File: src/rtl/mac8_seq_ctrl.sv
// Sequential sum-of-products engine: one signed WxW multiplier shared across N
// operand pairs, each with its own pre-op, accumulated modulo 2^OW.
module mac8_seq_ctrl #(
    parameter int W  = 6,
    parameter int N  = 8,
    parameter int OW = 9
) (
    input  logic              clk,
    input  logic              rst_n,
    input  logic              in_valid,
    output logic              in_ready,
    input  logic [N*W-1:0]    in_a,
    input  logic [N*W-1:0]    in_b,
    input  logic [N*3-1:0]    op_sel,
    output logic              out_valid,
    input  logic              out_ready,
    output logic [OW-1:0]     out_q,
    output logic              busy
);

    localparam int IW = (N > 1) ? $clog2(N) : 1;
    localparam logic [IW-1:0] LAST_IDX = IW'(N - 1);

    typedef enum logic [1:0] {
        IDLE,
        RUN,
        DONE
    } state_t;

    state_t            state_q, state_d;
    logic [N*W-1:0]    a_q, a_d;
    logic [N*W-1:0]    b_q, b_d;
    logic [N*3-1:0]    op_q, op_d;
    logic [OW-1:0]     acc_q, acc_d;
    logic [OW-1:0]     res_q, res_d;
    logic [IW-1:0]     idx_q, idx_d;
    logic              ready_en_q, ready_en_d;

    logic [W-1:0]          cur_a, cur_b;
    logic [2:0]            cur_op;
    logic [W-1:0]          pre_a, pre_b;
    logic signed [2*W-1:0] prod;
    logic [OW-1:0]         prod_ext;

    function automatic logic [W-1:0] pre_op(input logic [W-1:0] x, input logic [2:0] op);
        logic [W-1:0] r;
        case (op)
            3'd1:    r = ~x;
            3'd2:    r = -x;
            3'd3:    r = W'($signed(x) >>> 4);
            3'd4:    r = x << 4;
            3'd5:    r = {W{x[0]}};
            default: r = x;
        endcase
        return r;
    endfunction

    assign cur_a  = a_q[int'(idx_q)*W +: W];
    assign cur_b  = b_q[int'(idx_q)*W +: W];
    assign cur_op = op_q[int'(idx_q)*3 +: 3];
    assign pre_a  = pre_op(cur_a, cur_op);
    assign pre_b  = pre_op(cur_b, cur_op);
    assign prod   = $signed(pre_a) * $signed(pre_b);
    // Size cast sign-extends or truncates the product into the accumulator width.
    assign prod_ext = OW'(prod);

    // Ready stays low until the first clock after reset release.
    assign in_ready  = (state_q == IDLE) && ready_en_q;
    assign out_valid = (state_q == DONE);
    assign busy      = (state_q != IDLE);
    assign out_q     = res_q;

    always_comb begin
        state_d    = state_q;
        a_d        = a_q;
        b_d        = b_q;
        op_d       = op_q;
        acc_d      = acc_q;
        idx_d      = idx_q;
        res_d      = res_q;
        ready_en_d = 1'b1;
        case (state_q)
            IDLE: begin
                if (in_valid && in_ready) begin
                    a_d     = in_a;
                    b_d     = in_b;
                    op_d    = op_sel;
                    acc_d   = '0;
                    idx_d   = '0;
                    state_d = RUN;
                end
            end
            RUN: begin
                acc_d = acc_q + prod_ext;
                idx_d = idx_q + 1'b1;
                if (idx_q == LAST_IDX) begin
                    res_d   = acc_q + prod_ext;
                    state_d = DONE;
                end
            end
            DONE: begin
                if (out_ready) begin
                    state_d = IDLE;
                end
            end
            default: state_d = IDLE;
        endcase
    end

    always_ff @(posedge clk or negedge rst_n) begin
        if (!rst_n) begin
            state_q    <= IDLE;
            a_q        <= '0;
            b_q        <= '0;
            op_q       <= '0;
            acc_q      <= '0;
            res_q      <= '0;
            idx_q      <= '0;
            ready_en_q <= 1'b0;
        end else begin
            state_q    <= state_d;
            a_q        <= a_d;
            b_q        <= b_d;
            op_q       <= op_d;
            acc_q      <= acc_d;
            res_q      <= res_d;
            idx_q      <= idx_d;
            ready_en_q <= ready_en_d;
        end
    end

endmodule

File: config.mk
export PLATFORM = sky130hd
export DESIGN_NAME = mac8_seq_ctrl
export DESIGN_NICKNAME = d
export VERILOG_FILES = /design/src/rtl/mac8_seq_ctrl.sv
export SDC_FILE = /design/constraint.sdc
export NUM_CORES = 1
export LEC_CHECK = 0
export ABC_AREA = 0
export ABC_CLOCK_PERIOD_IN_PS = 12600
export CORE_AREA = 8 8 183 150
export CTS_BUF_LIST = sky130_fd_sc_hd__clkbuf_4 sky130_fd_sc_hd__clkbuf_8
export CTS_CLUSTER_SIZE = 20
export DETAILED_ROUTE_END_ITERATION = 8
export DIE_AREA = 0 0 191 158
export PLACE_DENSITY = 0.54
export SYNTH_ARGS = -nofsm -noshare
export SYNTH_HDL_FRONTEND = slang
export SYNTH_SLANG_ARGS = --single-unit
File: constraint.sdc
create_clock -name clk -period 12.6 [get_ports clk]
set_clock_uncertainty 0.2 [all_clocks]
set_input_delay 2.52 -clock clk [delete_from_list [all_inputs] [get_ports clk]]
set_output_delay 2.52 -clock clk [all_outputs]
set_load 0.005 [all_outputs]
==> results.cfg, run 1 <==
[cts]
cts_buffers = 17
post_cts_resized = 0
cts-root-buf = sky130_fd_sc_hd__clkbuf_8
clk_latency_ps = 460
clock_tree.buffer_depth = 2
cts_setup_buffers = 0
tritoncts_num_sinks = 144
tritoncts = built
clk_slew_on_worst_s_h_paths_ps = 90
post_cts_hold_buffer_count = 0
cts-htree-levels = 4

[setup_path]
worstSetupPathType = flip-flop to flip-flop
r2r.worst_path.cells = 24
timing.critical_path.to_type = flip-flop
critPathLaunchType = flip-flop
r2r-start = idx_q[1]$_DFFE_PN0P_
critPathRequiredTime_ps = 12780
r2r-end = acc_q[8]$_DFFE_PN0P_
timing.critical_path.arrival_ps = 7830
setup.worst_path.end = acc_q[8]$_DFFE_PN0P_
critPathMaxFanout = 19
worst_setup_path_startpoint = idx_q[1]$_DFFE_PN0P_
timing.reg2reg.setup_slack_ps = 4940

[synthesis]
synth-compound-area-share_pct = 6.99
post_synth_xor_area_fraction_pct = 2.45
synth_top_family_by_area = simple AND/OR/NAND/NOR gates
yosys_register_bits = 144
post_synth_inst_count = 945
syn_nets = 1117
synthMuxAreaShare_pct = 9.60
synth_cell_types = 64
synthDominantAreaCellType = sky130_fd_sc_hd__dfrtp_1
yosysTopAreaCellShare_pct = 42.7
synth_simple_gate_area_share_pct = 23.7
ys.flop_type = sky130_fd_sc_hd__dfrtp_1
syn_area_um2 = 8430
post_synth_edffs = 0
ys_seq_area_share_pct = 42.7
post_synth_main_area_contributors = sky130_fd_sc_hd__dfrtp_1, sky130_fd_sc_hd__nand2_1, sky130_fd_sc_hd__fa_1, sky130_fd_sc_hd__mux4_2, sky130_fd_sc_hd__ha_1
synth.avg_cell_area_um2 = 8.92
yosys_synthesis_warning_count = 0
fraction_of_registers_with_async_set_reset_pct = 100
synth-adder-area-share_pct = 9.17

[die]
floorplan.core_area_um2 = 24700
core.rowCount = 52
die-area_um2 = 30200
chipWidth_um = 191
die_height_um = 158
initial_utilization_pct = 34.2
floorplan.io_pins = 136

[cells_and_area]
flow.area_growth_from_synthesis_pct = 23.0
fill_cells = 2444
finish.utilization_pct = 42.1
antenna_cells_inserted = 0
post_route_cells_drive_above_1_share_pct = 8.62
design.final.nets = 1226

[global_route]
number_of_global_route_vias_before_repair = 6847
antenna_found_initial = 0
grt_pass1_wl_um = 36000
grt_usage_pct = 15.1
remaining_global_route_overflow = 0
grt_max_degree = 102

[sta]
timing.final.max_slew_violations = 0
rsz0062_at_grt = no
rel_slew_slack_pct = 31.2
timing.final.hold_violations = 0
timing.fmax_mhz = 131
fin_crit_sh_pct = 60.8
totalNegativeSetupSlack_ps = 0
min_period_ps = 7660
max_slew.worst_pin.slew_ps = 1030
setup-violations-final = 0

[route]
wl_per_cell_um = 15.7
drc_errors = 0
firstDrtPassIters = 5
detail_route.vias_per_cell = 4.72
via_count = 6567
wirelength_um = 21900
drt-initial-drc-count = 506
final_antenna_net_count = 0

[worst_hold_path]
hp-class = flip-flop to flip-flop

[place]
dp_hpwl_um = 15800
numPortBuffers = 135
finalWeightedCongestion = 0.816

[run_status]
status = complete, no violations

[flow_run]
cap_viol_max_count = 0
## worst min path at each step
stage,depth (start not counted),to,startpoint,slack [ps]
floorplan,2,op_q[1]$_DFFE_PN0P_,op_q[1]$_DFFE_PN0P_,240
global placement,2,b_q[16]$_DFFE_PN0P_,b_q[16]$_DFFE_PN0P_,250
detailed placement,2,b_q[16]$_DFFE_PN0P_,b_q[16]$_DFFE_PN0P_,260
CTS,2,b_q[16]$_DFFE_PN0P_,b_q[16]$_DFFE_PN0P_,280
global route,2,a_q[8]$_DFFE_PN0P_,a_q[8]$_DFFE_PN0P_,300
finish,2,b_q[7]$_DFFE_PN0P_,b_q[7]$_DFFE_PN0P_,280
## layer usage
metal	routed length [um]	share of wire [%]	track usage [%]
met1	10900	50	21.3
met3	1090	5.0	4.49
met5	0	0	0
met2	9740	45	22.5
met4	161	0.74	3.02
## synthesized netlist by cell type (3+ instances only)
cell type and count:
sky130_fd_sc_hd__a22oi_1 9, sky130_fd_sc_hd__dfrtp_1 144, sky130_fd_sc_hd__nand2b_1 10, sky130_fd_sc_hd__or2_2 4, sky130_fd_sc_hd__ha_1 25, sky130_fd_sc_hd__buf_2 4
sky130_fd_sc_hd__nor2_1 28, sky130_fd_sc_hd__mux4_2 18, sky130_fd_sc_hd__fa_1 23, sky130_fd_sc_hd__a21o_1 5, sky130_fd_sc_hd__o21ai_1 4, sky130_fd_sc_hd__mux2i_1 20
sky130_fd_sc_hd__clkbuf_1 35, sky130_fd_sc_hd__inv_1 44, sky130_fd_sc_hd__buf_4 4, sky130_fd_sc_hd__xor2_1 7, sky130_fd_sc_hd__o21ai_0 27, sky130_fd_sc_hd__nand2_1 413
sky130_fd_sc_hd__and3_1 5, sky130_fd_sc_hd__a21oi_1 15, sky130_fd_sc_hd__nor2b_1 6, sky130_fd_sc_hd__nor3_1 3, sky130_fd_sc_hd__mux2_2 6, sky130_fd_sc_hd__o22ai_1 3
sky130_fd_sc_hd__mux2i_2 5, sky130_fd_sc_hd__buf_6 4, sky130_fd_sc_hd__xnor2_1 14, sky130_fd_sc_hd__nand3_1 12
## critical path: stages (launching register included)
cell,delay (ps)
sky130_fd_sc_hd__dfrtp_1,990
sky130_fd_sc_hd__nor2_1,320
sky130_fd_sc_hd__a22oi_1,280
sky130_fd_sc_hd__and3_1,640
sky130_fd_sc_hd__a21oi_1,180
sky130_fd_sc_hd__o221ai_1,400
sky130_fd_sc_hd__a21o_1,130
sky130_fd_sc_hd__a22oi_1,60
sky130_fd_sc_hd__o21ai_1,360
sky130_fd_sc_hd__nand2b_1,140
sky130_fd_sc_hd__fa_1,520
sky130_fd_sc_hd__fa_1,550
sky130_fd_sc_hd__inv_1,50
sky130_fd_sc_hd__fa_1,520
sky130_fd_sc_hd__inv_1,50
sky130_fd_sc_hd__fa_1,530
sky130_fd_sc_hd__inv_1,40
sky130_fd_sc_hd__ha_1,270
sky130_fd_sc_hd__inv_1,100
sky130_fd_sc_hd__o21bai_1,120
sky130_fd_sc_hd__a21o_1,190
sky130_fd_sc_hd__a21oi_1,200
sky130_fd_sc_hd__xnor2_1,150
sky130_fd_sc_hd__xnor3_1,440
sky130_fd_sc_hd__o21ai_1,130
## registers in the layout, summed over array words and instances, names as in the netlist
signal	flops
ready_en_q	1
state_q	2
op_q	24
out_q	9
a_q	48
idx_q	3
b_q	48
acc_q	9
## layout make-up
cell class | count | area (um2) | share of cell area [%]
Sequential cell | 144 | 3610 | 34.8
Inverter | 44 | 165 | 1.59
Tap cell | 324 | 405 | 3.91
Clock buffer | 18 | 248 | 2.39
Timing Repair Buffer | 140 | 1390 | 13.4
Clock inverter | 14 | 163 | 1.57
Multi-Input combinational cell | 707 | 4390 | 42.4
## layout by cell type, fill, tap and decap left out, types with 4 or more instances in the layout
master / n
sky130_fd_sc_hd__clkbuf_8: 18
sky130_fd_sc_hd__nand3_1: 12
sky130_fd_sc_hd__mux2_2: 6
sky130_fd_sc_hd__inv_6: 4
sky130_fd_sc_hd__inv_8: 5
sky130_fd_sc_hd__fa_1: 23
sky130_fd_sc_hd__nand2_1: 412
sky130_fd_sc_hd__mux4_2: 18
sky130_fd_sc_hd__inv_1: 44
sky130_fd_sc_hd__or2_2: 4
sky130_fd_sc_hd__xnor2_1: 14
sky130_fd_sc_hd__mux2i_1: 20
sky130_fd_sc_hd__clkdlybuf4s50_1: 134
sky130_fd_sc_hd__a21o_1: 5
sky130_fd_sc_hd__xor2_1: 7
sky130_fd_sc_hd__o21ai_1: 4
sky130_fd_sc_hd__and3_1: 4
sky130_fd_sc_hd__buf_4: 5
sky130_fd_sc_hd__dfrtp_1: 142
sky130_fd_sc_hd__ha_1: 25
sky130_fd_sc_hd__a22oi_1: 9
sky130_fd_sc_hd__nand2b_1: 10
sky130_fd_sc_hd__a21oi_1: 15
sky130_fd_sc_hd__o21ai_0: 27
sky130_fd_sc_hd__mux2i_2: 5
sky130_fd_sc_hd__nor2_1: 28
sky130_fd_sc_hd__nor2b_1: 6
## metrics by stage
stage / hold WS, ps / instances / instance area, um2 / worst slack [ps]
after floorplan: 238 / 945 / 8430 / 6330
after global placement: 251 / 1359 / 9960 / 5170
after detailed placement: 257 / 1359 / 9960 / 4950
after CTS: 279 / 1391 / 10400 / 4930
after global routing: 299 / 1391 / 10400 / 4270
final: 277 / 1391 / 10400 / 4940
## cell families (layout without fill, tap and decap cells)
group,Yosys count,after routing
AO/OA/AOI/OAI,87,87
XOR/XNOR,22,22
adder cells (fa/ha/maj),48,48
buffers and inverters,94,216
flip-flops,144,144
multiplexers,53,53
other,1,1
AND/OR/NAND/NOR,496,496
Power of run 1 is not shown: default switching activity piles up to over one toggle a cycle in this logic, so the estimate is an artifact.
==> run 2: changes to the inputs <==
- ABC_CLOCK_PERIOD_IN_PS: 12600 -> 7900
- clock period: 12.6 -> 7.9 ns (I/O delays scaled with it)
==> results.cfg, run 2 (synthesis gave the netlist of run 1 again) <==
[cells_and_area]
fill_cells = 2400
layout_common_cells = sky130_fd_sc_hd__nand2_1, sky130_fd_sc_hd__dfrtp_1, sky130_fd_sc_hd__clkdlybuf4s50_1, sky130_fd_sc_hd__inv_1, sky130_fd_sc_hd__nor2_1
largestRegisters = a_q x48, b_q x48, op_q x24
design.final.nets = 1232
mostFrequentLayoutCell = sky130_fd_sc_hd__nand2_1
post_route_cells_drive_above_1_share_pct = 9.13
flow.area_growth_from_synthesis_pct = 23.3
antenna_cells_inserted = 0

[setup_path]
timing.critical_path.arrival_ps = 7410
r2r-end = acc_q[8]$_DFFE_PN0P_
worst_setup_path_startpoint = idx_q[0]$_DFFE_PN0P_
setup.worst_path.end = acc_q[8]$_DFFE_PN0P_
r2r-start = idx_q[0]$_DFFE_PN0P_
worstSetupPathType = flip-flop to flip-flop
critPathLaunchType = flip-flop
r2r.worst_path.cells = 24
critPathMaxFanout = 19
timing.critical_path.to_type = flip-flop
delay_of_the_slowest_cell_on_the_worst_path_ps = 710
critical_path.cell_chain = nor2_1 > a22oi_1 > and3_1 > a21oi_1 > o221ai_1 > a21o_1 > a22oi_1 > o21ai_1 > nand2b_1 > fa_1 > fa_1 > inv_1 > fa_1 > inv_1 > fa_1 > inv_1 > ha_1 > inv_1 > o21bai_1 > a21o_1 > a21oi_1 > xnor2_1 > xnor3_1 > o21ai_1
timing.reg2reg.setup_slack_ps = 670
critPathRequiredTime_ps = 8080
critPathSlowestCell = sky130_fd_sc_hd__dfrtp_2

[sta]
rsz0062_at_grt = no
max_slew.worst_pin.slew_ps = 1120
timing.fmax_mhz = 138
setup-violations-final = 0
min_period_ps = 7230
fin_crit_sh_pct = 91.5
totalNegativeSetupSlack_ps = 0
rel_slew_slack_pct = 25.2
timing.final.hold_violations = 0
timing.final.max_slew_violations = 0

[route]
drt-initial-drc-count = 627
drc_errors = 0
wl_per_cell_um = 15.9
detail_route.vias_per_cell = 4.68
firstDrtPassIters = 5
via_count = 6534
wirelength_um = 22200
final_antenna_net_count = 0

[die]
core.rowCount = 52
die-area_um2 = 30200
initial_utilization_pct = 34.2
floorplan.core_area_um2 = 24700
floorplan.io_pins = 136
chipWidth_um = 191
die_height_um = 158

[global_route]
grt_usage_pct = 15.1
antenna_found_initial = 0
number_of_global_route_vias_before_repair = 6783
grt_max_degree = 106
remaining_global_route_overflow = 0
grt_pass1_wl_um = 36100

[run_status]
status = complete, no violations

[place]
dp_hpwl_um = 16200
finalWeightedCongestion = 0.881
numPortBuffers = 135

[cts]
cts_buffers = 17
post_cts_resized = 0
tritoncts = built
clk_slew_on_worst_s_h_paths_ps = 90
post_cts_hold_buffer_count = 0
clk_latency_ps = 460
cts-htree-levels = 4
cts-root-buf = sky130_fd_sc_hd__clkbuf_8
tritoncts_num_sinks = 144
cts_setup_buffers = 0
clock_tree.buffer_depth = 2

[worst_hold_path]
min_path_cells = 2
hp-class = flip-flop to flip-flop

[flow_run]
cap_viol_max_count = 0
[run 2: worst max-delay path: cells and delay by family (launching register included)]
family / cells / cell delay, ps
XOR/XNOR: 2 / 560
AO/OA/AOI/OAI: 10 / 2020
adder cells (fa/ha/maj): 5 / 2360
AND/OR/NAND/NOR: 3 / 1010
flip-flops: 1 / 710
buffers and inverters: 4 / 240
[run 2: cell type report]
cell class	count	area, um2	area share [%]
multi-input cells	707	4390	42.3
flip-flops and latches	144	3610	34.7
repair buffers	146	1450	13.9
well taps	324	405	3.90
clock buffers	19	262	2.52
inverters	44	165	1.59
clock inverters	13	115	1.11
[run 2: how the worst min path moves through the flow]
stage	start	to	slack [ps]
after detailed placement	b_q[22]$_DFFE_PN0P_	b_q[22]$_DFFE_PN0P_	260
after CTS	b_q[22]$_DFFE_PN0P_	b_q[22]$_DFFE_PN0P_	280
final	b_q[22]$_DFFE_PN0P_	b_q[22]$_DFFE_PN0P_	270
after global placement	b_q[22]$_DFFE_PN0P_	b_q[22]$_DFFE_PN0P_	250
after global routing	b_q[40]$_DFFE_PN0P_	b_q[40]$_DFFE_PN0P_	300
after floorplan	op_q[1]$_DFFE_PN0P_	op_q[1]$_DFFE_PN0P_	240
[run 2: metal layers]
layer	global-route usage [%]	vias to the layer above	routed length [um]
met2	21.4	157	9270
met1	21.7	3074	11400
met4	4.94	0	420
met3	4.14	24	1150
met5	0	-	0
li1	-	3279	-
[run 2: metrics by stage]
stage	hold WS, ps	area (um2)	setup slack, ps	utilization [%]	instances
after CTS	279	10400	643	42.2	1397
after detailed placement	259	10000	688	40.6	1365
final	275	10400	672	42.2	1397
after global placement	255	10000	776	40.6	1365
after global routing	297	10400	180	42.2	1397
after floorplan	238	8430	1630	-	945
Power of run 2 is left out for the same reason.
